**src/rtl/serial_subtractor.sv**
```systemverilog
// Bit-serial LSB-first subtractor (diff = a - b) behind a start/done handshake.
// Define SERIAL_SUB_OVF_EN to add the signed-overflow output ovf.
module serial_subtractor #(
  parameter int WIDTH = 8
) (
  input  logic             clk,
  input  logic             rst,
  input  logic             start,
  input  logic [WIDTH-1:0] a,
  input  logic [WIDTH-1:0] b,
  output logic             busy,
  output logic             done,
  output logic [WIDTH-1:0] diff,
  output logic             borrow
`ifdef SERIAL_SUB_OVF_EN
  ,
  output logic             ovf
`endif
);

  localparam int CW = (WIDTH > 1) ? $clog2(WIDTH) : 1;

  typedef enum logic [1:0] {IDLE, SHIFT, DONE} state_t;

  state_t           state_reg, state_next;
  // Minuend shifts out of the LSB while difference bits fill in from the MSB,
  // so one register serves as both operand and partial result.
  logic [WIDTH-1:0] work_reg, work_next;
  logic [WIDTH-1:0] bsh_reg;
  logic [CW-1:0]    cnt_reg;
  logic             bff_reg;
  logic             d_bit, b_next, last_bit, accept;

  assign d_bit    = work_reg[0] ^ bsh_reg[0] ^ bff_reg;
  assign b_next   = (~work_reg[0] & bsh_reg[0]) | (~(work_reg[0] ^ bsh_reg[0]) & bff_reg);
  assign last_bit = (cnt_reg == CW'(WIDTH - 1));
  assign accept   = start && (state_reg != SHIFT);

  generate
    if (WIDTH == 1) begin : g_w1
      assign work_next = d_bit;
    end else begin : g_wn
      assign work_next = {d_bit, work_reg[WIDTH-1:1]};
    end
  endgenerate

  always_ff @(posedge clk or posedge rst) begin
    if (rst) state_reg <= IDLE;
    else     state_reg <= state_next;
  end

  always_comb begin
    state_next = state_reg;
    case (state_reg)
      IDLE:    if (start) state_next = SHIFT;
      SHIFT:   if (last_bit) state_next = DONE;
      DONE:    state_next = start ? SHIFT : IDLE;
      default: state_next = IDLE;
    endcase
  end

`ifdef SERIAL_SUB_OVF_EN
  logic a_msb_reg, b_msb_reg;

  always_ff @(posedge clk or posedge rst) begin
    if (rst) begin
      a_msb_reg <= 1'b0;
      b_msb_reg <= 1'b0;
      ovf       <= 1'b0;
    end else if (accept) begin
      a_msb_reg <= a[WIDTH-1];
      b_msb_reg <= b[WIDTH-1];
    end else if (state_reg == SHIFT && last_bit) begin
      // d_bit is the result MSB on the final shift cycle
      ovf <= (a_msb_reg ^ b_msb_reg) & (a_msb_reg ^ d_bit);
    end
  end
`endif

  always_ff @(posedge clk or posedge rst) begin
    if (rst) begin
      work_reg <= '0;
      bsh_reg  <= '0;
      cnt_reg  <= '0;
      bff_reg  <= 1'b0;
      diff     <= '0;
      borrow   <= 1'b0;
    end else if (accept) begin
      work_reg <= a;
      bsh_reg  <= b;
      cnt_reg  <= '0;
      bff_reg  <= 1'b0;
    end else if (state_reg == SHIFT) begin
      work_reg <= work_next;
      bsh_reg  <= bsh_reg >> 1;
      bff_reg  <= b_next;
      if (last_bit) begin
        diff   <= work_next;
        borrow <= b_next;
      end else begin
        cnt_reg <= cnt_reg + CW'(1);
      end
    end
  end

  assign busy = (state_reg == SHIFT);
  assign done = (state_reg == DONE);

endmodule

```
**config.mk**
```make
export PLATFORM = sky130hd
export DESIGN_NAME = serial_subtractor
export DESIGN_NICKNAME = d
export VERILOG_FILES = /design/src/rtl/serial_subtractor.sv
export SDC_FILE = /design/constraint.sdc
export NUM_CORES = 1
export LEC_CHECK = 0
export ABC_AREA = 1
export CORE_MARGIN = 8
export CORE_UTILIZATION = 52
export CTS_BUF_LIST = sky130_fd_sc_hd__clkbuf_8
export CTS_CLUSTER_DIAMETER = 60
export CTS_CLUSTER_SIZE = 14
export DETAILED_ROUTE_END_ITERATION = 7
export GPL_TIMING_DRIVEN = 0
export PLACE_DENSITY = 0.91
export SLEW_MARGIN = 20
export SYNTH_ARGS = -nofsm -noshare
export SYNTH_HDL_FRONTEND = slang
export SYNTH_SLANG_ARGS = --single-unit
```
**constraint.sdc**
```tcl
create_clock -name clk -period 1.3 [get_ports clk]
set_input_delay 0.26 -clock clk [delete_from_list [all_inputs] [get_ports clk]]
set_output_delay 0.26 -clock clk [all_outputs]
set_load 0.03 [all_outputs]
```
# Word level (Yosys, flattened, before mapping)
# Index checks and enable logic that the tools add are counted.
# totals
regBits,31
latchBits,0
ramBits,0
mem_bits_ro,0
inputBits,19
word_cells,42
memories,0
# classes
n_addsub,1
multipliers,0
n_div,0
order_cmp,0
n_eq_ne,7
n_shift,0
n_mux,13
n_bitwise,8
reduce_logical,6
# ops
cell,n
2-to-1 mux 8 bit,4
2-to-1 mux 3 bit,3
"inequality test 2 x 1 -> 1 bit, second input constant",3
one-hot mux 2 bit (3 select lines),1
2-to-1 mux 2 bit,2
AND reduction 2 bit,2
"adder 3 x 1 -> 3 bit, second input constant",1
"== test 3 bit, second input constant",1
2-to-1 mux 1 bit,3
NOT 1 bit,3
AND reduction 3 bit,1
AND 1 bit,2
"== test 2 x 1 -> 1 bit, second input constant",1
"== test 2 bit, second input constant",1
logical NOT 2 bit,1
"inequality test 2 bit, second input constant",1
nonzero test 2 bit,1
XOR 1 bit,2
logical AND 1 bit,1
OR 1 bit,1

# Logic depth before layout (Yosys ltp)
# logic_depth
word_depth,6
mapped_depth,7

# Worst setup path before layout
# No wires, ideal clock.
# synth_timing
kind,reg2reg
start,register cnt_reg[0]
end,register cnt_reg[0]
setup_ns,0.065
arrival_ns,1.103
required_ns,1.235
slack_ns,0.132
stages_incl_launch_ff,8
path_buffers,0
period_less_slack_ns,1.168
path_cell_list,dfrtp_1 > ha_1 > ha_1 > inv_1 > nand3_1 > inv_1 > nand2_1 > nand2_1
# synth_via
elab_chain_len,4
word_cells_on_any_way,7
# synth_rtl
item,line,text
"start, declared",30,logic [CW-1:0] cnt_reg;
"start signal, assigned",101,cnt_reg <= cnt_reg + CW'(1);
adder 3 x 1 -> 3 bit,101,
2-to-1 mux 3 bit,97,if (last_bit) begin
2-to-1 mux 3 bit,93,end else if (state_reg == SHIFT) begin
2-to-1 mux 3 bit,88,end else if (accept) begin
# Several ways; a longest one is shown, not always the timed one. The select of a mux whose other input is x is not followed.
# A chain may end at the register's enable or synchronous reset.

# Worst setup path in the final report
# layout_timing
start,register state_reg[1]
end,output busy
# layout_via
elab_chain_len,1
# layout_rtl
item,line,text
"start, declared",25,"state_t state_reg, state_next;"
"start signal, assigned",49,else state_reg <= state_next;
== test 2 x 1 -> 1 bit,106,assign busy = (state_reg == SHIFT);
"end, declared",11,"output logic busy,"
# No other way between the ends.

==> impl_metrics.tcl <==
set metrics [dict create \
    clock-skew-final_ns 0.00282 \
    holdWs_ns 0.349 \
    clkTransAtPathRegs_ns 0.06 \
    required_ns 1.04 \
    grt_max_degree 32 \
    ys_seq_elements 31 \
    pre_cts_ws_ns -0.550 \
    max_slew.worst_pin.slew_ns 0.643 \
    gp_congestion 0.838 \
    first_global_vias 1197 \
    max_slew_margin_pct 57.0 \
    ys_warn_count 0 \
    syn_area_per_cell_um2 8.61 \
    io_pins 30 \
    drv_cap 0 \
    cp-start-kind "flop" \
    antennaDiodeCount 0 \
    antenna_left 0 \
    worstSetupPathType "reg -> out" \
    hold_viol 0 \
    mostFrequentLayoutCell "nand2_1" \
    ys_seq_area_share_pct 54.9 \
    postCtsHoldBufs 0 \
    cts_sinks 31 \
    fin_util_pct 71.7 \
    worst_ep_arrival_time_ns 1.09 \
    coreArea_um2 2660 \
    clk_path_buf_depth 2 \
    final_nets 228 \
    grt_usage_pct 15.5 \
    ir_drop_uv 1610 \
    clk_latency_ns 0.29 \
    h-tree-depth 2 \
    rsz0062_at_grt "true" \
    drt_wl_total_um 3420 \
    rrSetupSlack_ns 0.03 \
    hp-class "in -> reg" \
    drv_slew 0 \
    antenna_found_initial 0 \
    fin_crit_ns 1.35 \
    drt-initial-drc-count 90 \
    dieArea_um2 4640 \
    cts_buffers 5 \
    status "complete, but fails checks" \
    max_freq_mhz 740 \
    cts_tree "built" \
    routed-via-count 1272 \
    design_power_total_mw 4.63 \
    finalCritPeriodShare_pct 104 \
    final_cell_mix "nand2_1, nand3_1, dfrtp_1" \
    synthToLayoutAreaGrowth_pct 35.1 \
    numPortBuffers 28 \
    synthCells 164 \
    endpoint_kind "output pin" \
    grt-ovfl-total 0 \
    yosysUniqueCellTypes 14 \
    fin_ws_ns -0.0505 \
    netlist_area_um2 1410 \
    avgViaCountPerCell 5.39 \
    die_y_um 68.1 \
    setup_viol 2 \
    synth_fp_nets 187 \
    clock-root-buffer "clkbuf_8" \
    place_hpwl_um 2280 \
    cp_max_fo 6 \
    power-per-cell-area_nw_per_um2 2420 \
    grt_pass1_wl_um 5270 \
    violations "negative setup slack" \
    initial_core_util_pct 53.1 \
    first_pass_iters 4 \
    p_leak_nw 0.944 \
    rows 19 \
    final_layout_size_suffix_gt1_share_pct 17.6 \
    drt-wirelength-per-cell_um 14.5 \
    drc 0 \
    floorplan.die.width_um 68.1 \
]
[cells in the mapped netlist]
master	instances	area, um2
o22ai_1	1	6.26
dfrtp_1	31	776
inv_2	1	3.75
nor2_1	2	7.51
buf_4	1	7.51
nand3_1	50	250
nand2_2	2	12.5
fa_1	1	20.0
buf_2	5	25.0
inv_1	10	37.5
nand2_1	54	203
buf_1	1	3.75
nor2_4	2	22.5
ha_1	3	37.5
[metrics by stage]
stage | cells | area [um2] | setup TNS, ns
floorplan | 164 | 1410 | 0
global placement | 223 | 1730 | -10.13
detailed placement | 223 | 1730 | -12.32
CTS | 231 | 1830 | -0.165
global route | 236 | 1910 | -0.754
finish | 236 | 1910 | -0.0920
[critical path: stages (launching register included)]
cell	delay, ns
dfrtp_1	0.43
nor2_4	0.12
buf_6	0.13
buf_6	0.13
[layer usage]
layer | track usage, % | part of all wire [%] | vias up
li1 | - | - | 615
met3 | 6.55 | 11 | 7
met4 | 8.44 | 1.7 | 0
met1 | 16.8 | 43 | 597
met5 | 0 | 0 | -
met2 | 25.2 | 45 | 53
[layout make-up]
class / count / area, um2
inverter: 11 / 45.0
sequential: 31 / 776
buffer: 7 / 47.5
timing repair buffer: 33 / 315
multi-input combinational: 116 / 598
tap: 31 / 38.8
clock inverter: 1 / 5.00
fill: 215 / 754
clock buffer: 6 / 82.6
[report_power, final]
group          switching (mW)  internal (mW)
clock network           0.346          0.414
registers               0.285           1.41
logic                    1.31          0.862
total                    1.94           2.69
[path summary, 6_finish.rpt]
check | start | end | depth (start not counted)
max in group asynchronous | rst | work_reg[7] | 2
worst min register to register | bff_reg | bff_reg | 2
worst max-delay path | state_reg[1] | busy | 3
worst min-delay path | start | work_reg[1] | 3
min in group asynchronous | rst | diff[3] | 2
worst max register to register | state_reg[0] | work_reg[5] | 5
[timing repair]
action	4_1_cts	5_1_grt
gates cloned	0	1
setup endpoints to repair	42	18
resized for setup	30	19
pin swaps	1	2
setup buffers	1	4
[cell families (layout without fill, tap and decap cells)]
family	after synthesis	after routing	share of synthesized area, %
AOI/OAI and AO/OA	1	1	0.443
adders and majority gates	4	4	4.07
buffers and inverters	18	58	5.49
DFF	31	31	54.9
and+or+nand+nor	110	111	35.1
Power figures use the tool's default switching activity.
==> edit 1, RTL diff (same flow settings) <==
Put a register stage on the outputs `busy` and `done`, without a reset. The values now appear one clock later. The other outputs are not delayed to match.
--- a/src/rtl/serial_subtractor.sv
+++ b/src/rtl/serial_subtractor.sv
@@ -103,8 +103,10 @@
     end
   end
 
-  assign busy = (state_reg == SHIFT);
-  assign done = (state_reg == DONE);
+  always_ff @(posedge clk) begin
+    busy <= (state_reg == SHIFT);
+    done <= (state_reg == DONE);
+  end
 
 endmodule
 
Behaviour: not the same (a bounded check fails within 4 cycles, from zero or initial values and one cycle with rst high).
==> edit 1 against the original RTL <==
Count of clock-buffer cells in the layout is the same. Sequential cell count grew 2. Clock skew grew 0.0048 ns. Fmax grew 6.4%. Final area shrank 2.3%. Total power shrank 0.56%. Synthesized area grew 2.2%. Wire length grew 4.6%. Setup slack gained 0.082 ns.
==> edit 1: results (changes against the original RTL) <==
Status: finished clean
Total CTS buffers: 5 (unchanged)
Synth top cells by count: nand2_1, nand3_1, dfrtp_1
Worst slew pin tran: 0.636 ns (-0.00707 ns)
Met1 usage: 16.2% (-0.58 points)
Worst Hold Class: primary input to flip-flop
Pin count of the biggest net entering global routing: 32 (unchanged)
Drt first-iter violations: 96 (+6.7%)
Dpl hpwl: 2460 um (+7.8%)
Clock latency on the worst-skew pair: 0.29 ns (about the same)
CP Data Arrival Time: 1.01 ns (-0.08 ns)
CP peak stage delay: 0.38 ns (-0.05 ns)
Lkg Pwr: 0.943 nW (-0.17%)
Met3 usage: 6.79% (+0.24 points)
Worst clock skew: 0.00764 ns (+0.00482 ns)
Hold Crit Depth: 3 (unchanged)
Post-synth cell types: 14 (unchanged)
Synth area leaders: dfrtp_1, nand3_1, nand2_1, dfxtp_1, inv_1
M2 GR Usage: 28.6% (+3.4 points)
Met1 Routed Length: 1380 um (-5.3%)
Total GRT Usage: 16.2% (+0.69 points)
Root Buffer: clkbuf_8
Top routing layer in use: met4
Ys flop type: dfrtp_1
Reg clk slew, reported paths: 0.07 ns
Met2 wire length: 1810 um (+17%)
Layout cells sized above 1: 15.8% (-1.7 points)
Reg2Reg Depth: 6 (+1)
# nets final: 223 (-2.2%)
Slowest cell on the critical path: dfrtp_1
Fmax: 788 MHz (+6.4%)
DP Worst Slack: -0.136 ns (+0.414 ns)
H-tree levels: 2 (unchanged)
First-pass GRT wire length: 5580 um (+5.9%)
Antenna diode count: 0 (unchanged)
Maximum VDD drop: 0.00175 V (+9.0%)
Async set-or-reset flop fraction in the synthesized netlist: 93.9% (-6.1 points)
WL final: 3580 um (+4.6%)
Vias: 1297 (+2.0%)
Antenna violations before repair: 0 (unchanged)
Yosys warning total: 0 (unchanged)
Worst Path Max Fanout: 2 (-4)
Syn_nets: 186 (-0.53%)
Clock Tree Buf Depth: 2 (unchanged)
DRT Pass-1 Iters: 4 (unchanged)
Met3 WL: 292 um (-19%)
Routability cong.: 0.836 (-0.17%)
Sequential fraction of the synthesis area: 56.5% (+1.6 points)
-- edit 1: final cells by class --
cell class                 instances  area, sq um
clock inverter                     2         7.51
inverter                          10         40.0
buffer                             7         45.0
fill                             218          822
tap                               31         38.8
sequential                        33          817
timing repair buffer              30          263
clock buffer                       6         82.6
multi-input combinational        114          571
-- edit 1: metrics by stage --
step / power (mW) / hold WS [ns] / cell area [sq um] / cells
2_1_floorplan: 3.10 / 0.364 / 1440 / 164
3_3_place_gp: 3.68 / 0.457 / 1760 / 223
3_5_place_dp: 3.82 / 0.462 / 1760 / 223
4_1_cts: 4.57 / 0.331 / 1870 / 232
5_1_grt: 4.91 / 0.358 / 1860 / 233
6_report: 4.60 / 0.345 / 1860 / 233
-- edit 1: final timing paths --
path | slack (ns) | end | from
max | 0.03 | borrow | borrow
min | 0.35 | work_reg[2] | start
max reg2reg | 0.03 | cnt_reg[1] | cnt_reg[0]
min reg2reg | 0.48 | borrow | borrow
max in group asynchronous | 0.48 | state_reg[0] | rst
min in group asynchronous | 0.37 | diff[4] | rst
-- edit 1: repair_timing --
action,CTS,global route
endpoints found under the hold margin,0,0
resized for setup,24,10
buffers inserted,1,1
endpoints found under the setup margin,15,19
pin swaps,0,1
-- edit 1: cells by family (layout without fill, tap and decap cells) --
family / after synthesis / after routing / synth area share, %
compound gates: 1 / 1 / 0.346
flops: 33 / 33 / 56.5
buf+inv: 17 / 55 / 5.72
simple gates: 110 / 110 / 34.3
fa+ha+maj: 3 / 3 / 3.12
-- edit 1: worst min-delay path: stages --
cell,delay (ns)
buf_2,0.17
nand3_1,0.10
nand3_1,0.06
-- edit 1: report_power, final --
part | switching, mW | internal [mW]
clock network | 0.361 | 0.415
logic | 1.27 | 0.757
registers | 0.307 | 1.49
==> edit 2, RTL diff (config.mk and constraints unchanged) <==
Without the edit above. Build with the macro `SERIAL_SUB_OVF_EN` defined.
--- a/src/rtl/serial_subtractor.sv
+++ b/src/rtl/serial_subtractor.sv
@@ -1,5 +1,7 @@
 // Bit-serial LSB-first subtractor (diff = a - b) behind a start/done handshake.
 // Define SERIAL_SUB_OVF_EN to add the signed-overflow output ovf.
+`define SERIAL_SUB_OVF_EN
+
 module serial_subtractor #(
   parameter int WIDTH = 8
 ) (
Function (old outputs only; new: ovf): kept (equiv_simple and equiv_induct, registers matched by name and starting in step).
==> edit 2 against the original RTL <==
The flow still finishes with violations (negative setup slack). Critical path depth is 1 higher. Synthesized area is 16% higher. Core utilization is 0.38 points lower. Combinational power is 26% higher. Sequential cell count is 3 higher. Wire length is 7.6% higher. Clock skew hardly changed. Non-clock buffer count is 3 higher. Final area is 13% higher. Total power is 20% higher. Synthesized cell count is 9.8% higher. Count of clock-buffer cells in the layout is 1 lower. Cell count is 14% higher. Setup slack worse by 0.027 ns. Highest routed layer unchanged.
==> edit 2: results (changes against the original RTL) <==
Status: finished, violations left
WL final: 3680 um (+7.6%)
P_int: 3.29 mW (+22%)
Worst r2r src: bff_reg
Lkg Pwr: 1.09 nW (+15%)
Yosys warning total: 0 (unchanged)
Final worst slack: -0.0772 ns (-0.0267 ns)
Synth area leaders: dfrtp_1, nand3_1, nand2_1, nand2_2, nand3_2
Sequential fraction of the synthesis area: 52.1% (-2.8 points)
Slowest cell on the critical path: dfrtp_2
DR vias/cell: 5.21 (-3.4%)
Layout cells sized above 1: 24.6% (+7.0 points)
Worst Setup SP: state_reg[0]
Synth Area in XOR/XNOR: 0% (unchanged)
Met3 WL: 174 um (-52%)
Maximum VDD drop: 0.00116 V (-28%)
CP Data Arrival Time: 1.12 ns (+0.03 ns)
Met1 usage: 16.0% (-0.81 points)
Mux share of post-synthesis cell area: 0% (unchanged)
Vias in the first global route: 1341 (+12%)
DRC viols: 0 (unchanged)
First-pass GRT wire length: 5880 um (+12%)
Met2 wire length: 1830 um (+18%)
Worst setup path end: busy
Met1 Routed Length: 1570 um (+7.6%)
Pin count of the biggest net entering global routing: 35 (+9.4%)
CP peak stage delay: 0.43 ns (about the same)
M2 GR Usage: 24.3% (-0.91 points)
Drt first-iter violations: 100 (+11%)
Dpl hpwl: 2520 um (+11%)
Vias: 1395 (+9.7%)
Antenna violations before repair: 0 (unchanged)
H-tree levels: 2 (unchanged)
Number of synthesized flops with an enable pin: 0 (unchanged)
Syn_nets: 203 (+8.6%)
Failing checks: negative setup slack
Root Buffer: clkbuf_8
Reg2Reg Depth: 7 (+2)
Antenna diode count: 0 (unchanged)
Final setup viols: 4 (+2)
Adder-cell share of the synthesized area: 3.52% (-0.55 points)
Async set-or-reset flop fraction in the synthesized netlist: 100% (unchanged)
Relative slew slack: 54.1% (-3.0 points)
Total GRT Usage: 14.6% (-0.88 points)
Clock Tree Buf Depth: 2 (unchanged)
Number of port buffers: 29 (+3.6%)
Area fraction in compound gates after synthesis: 0.689% (+0.25 points)
Total CTS buffers: 5 (unchanged)
DRT Pass-1 Iters: 4 (unchanged)
Worst Path Max Fanout: 4 (-2)
Worst Hold Class: primary input to flip-flop
Post-Synthesis Cells: 180 (+9.8%)
Synth top cells by count: nand2_1, nand3_1, dfrtp_1
Routability cong.: 0.808 (-3.5%)
Reg2reg end: ovf
Post-synth cell types: 19 (+5)
Worst clock skew: 0.00317 ns (+0.000359 ns)
# nets final: 246 (+7.9%)
Met3 usage: 4.55% (-2.0 points)
Worst R2R Setup Slack: -0.06 ns (-0.09 ns)
## edit 2: power by group through the flow
stage / registers (mW) / logic, mW / clock network, mW
3_5_place_dp: 1.90 / 2.47 / 0
4_1_cts: 1.89 / 2.60 / 0.939
2_1_floorplan: 2.14 / 1.46 / 0
6_report: 1.89 / 2.73 / 0.927
5_1_grt: 1.95 / 2.97 / 0.983
3_3_place_gp: 1.87 / 2.40 / 0
## edit 2: worst min-delay path by stage
stage                     startpoint     endpoint  slack [ns]  cells past startpoint
after floorplan                  rst    a_msb_reg        0.40                      1
after global placement        borrow       borrow        0.46                      2
after detailed placement     bff_reg      bff_reg        0.46                      2
after CTS                      start  work_reg[4]        0.34                      3
after global routing           start  work_reg[4]        0.36                      3
final                          start  work_reg[4]        0.34                      3
## edit 2: worst reg2reg max path, cell delays in order (launching register included)
cell	delay (ns)
dfrtp_1	0.36
inv_2	0.05
fa_2	0.61
nor2_2	0.04
nand2_1	0.06
nand2_1	0.05
nand2_1	0.05
nand2_1	0.04
## edit 2: timing repair
item,4_1_cts,5_1_grt
pin swaps,3,1
setup buffers,3,4
hold buffers,0,0
resized for setup,39,12
setup endpoints to repair,25,22
## edit 2: through the flow
step	cell area [sq um]	setup WS (ns)	setup TNS (ns)	utilization (%)
global placement	1980	-0.546	-16.55	65.4
detailed placement	1980	-0.548	-1.10	65.4
global route	2160	-0.121	-1.01	71.3
CTS	2120	-0.177	-0.344	69.9
floorplan	1630	-0.00213	-0.00213	-
finish	2160	-0.0772	-0.157	71.3
## edit 2: area by class of cell
class | count | area [sq um]
Buffer | 7 | 67.6
Clock buffer | 5 | 68.8
Clock inverter | 3 | 37.5
Fill cell | 222 | 870
Inverter | 12 | 47.5
Multi-Input combinational cell | 127 | 693
Sequential cell | 34 | 853
Tap cell | 44 | 55.1
Timing Repair Buffer | 36 | 335
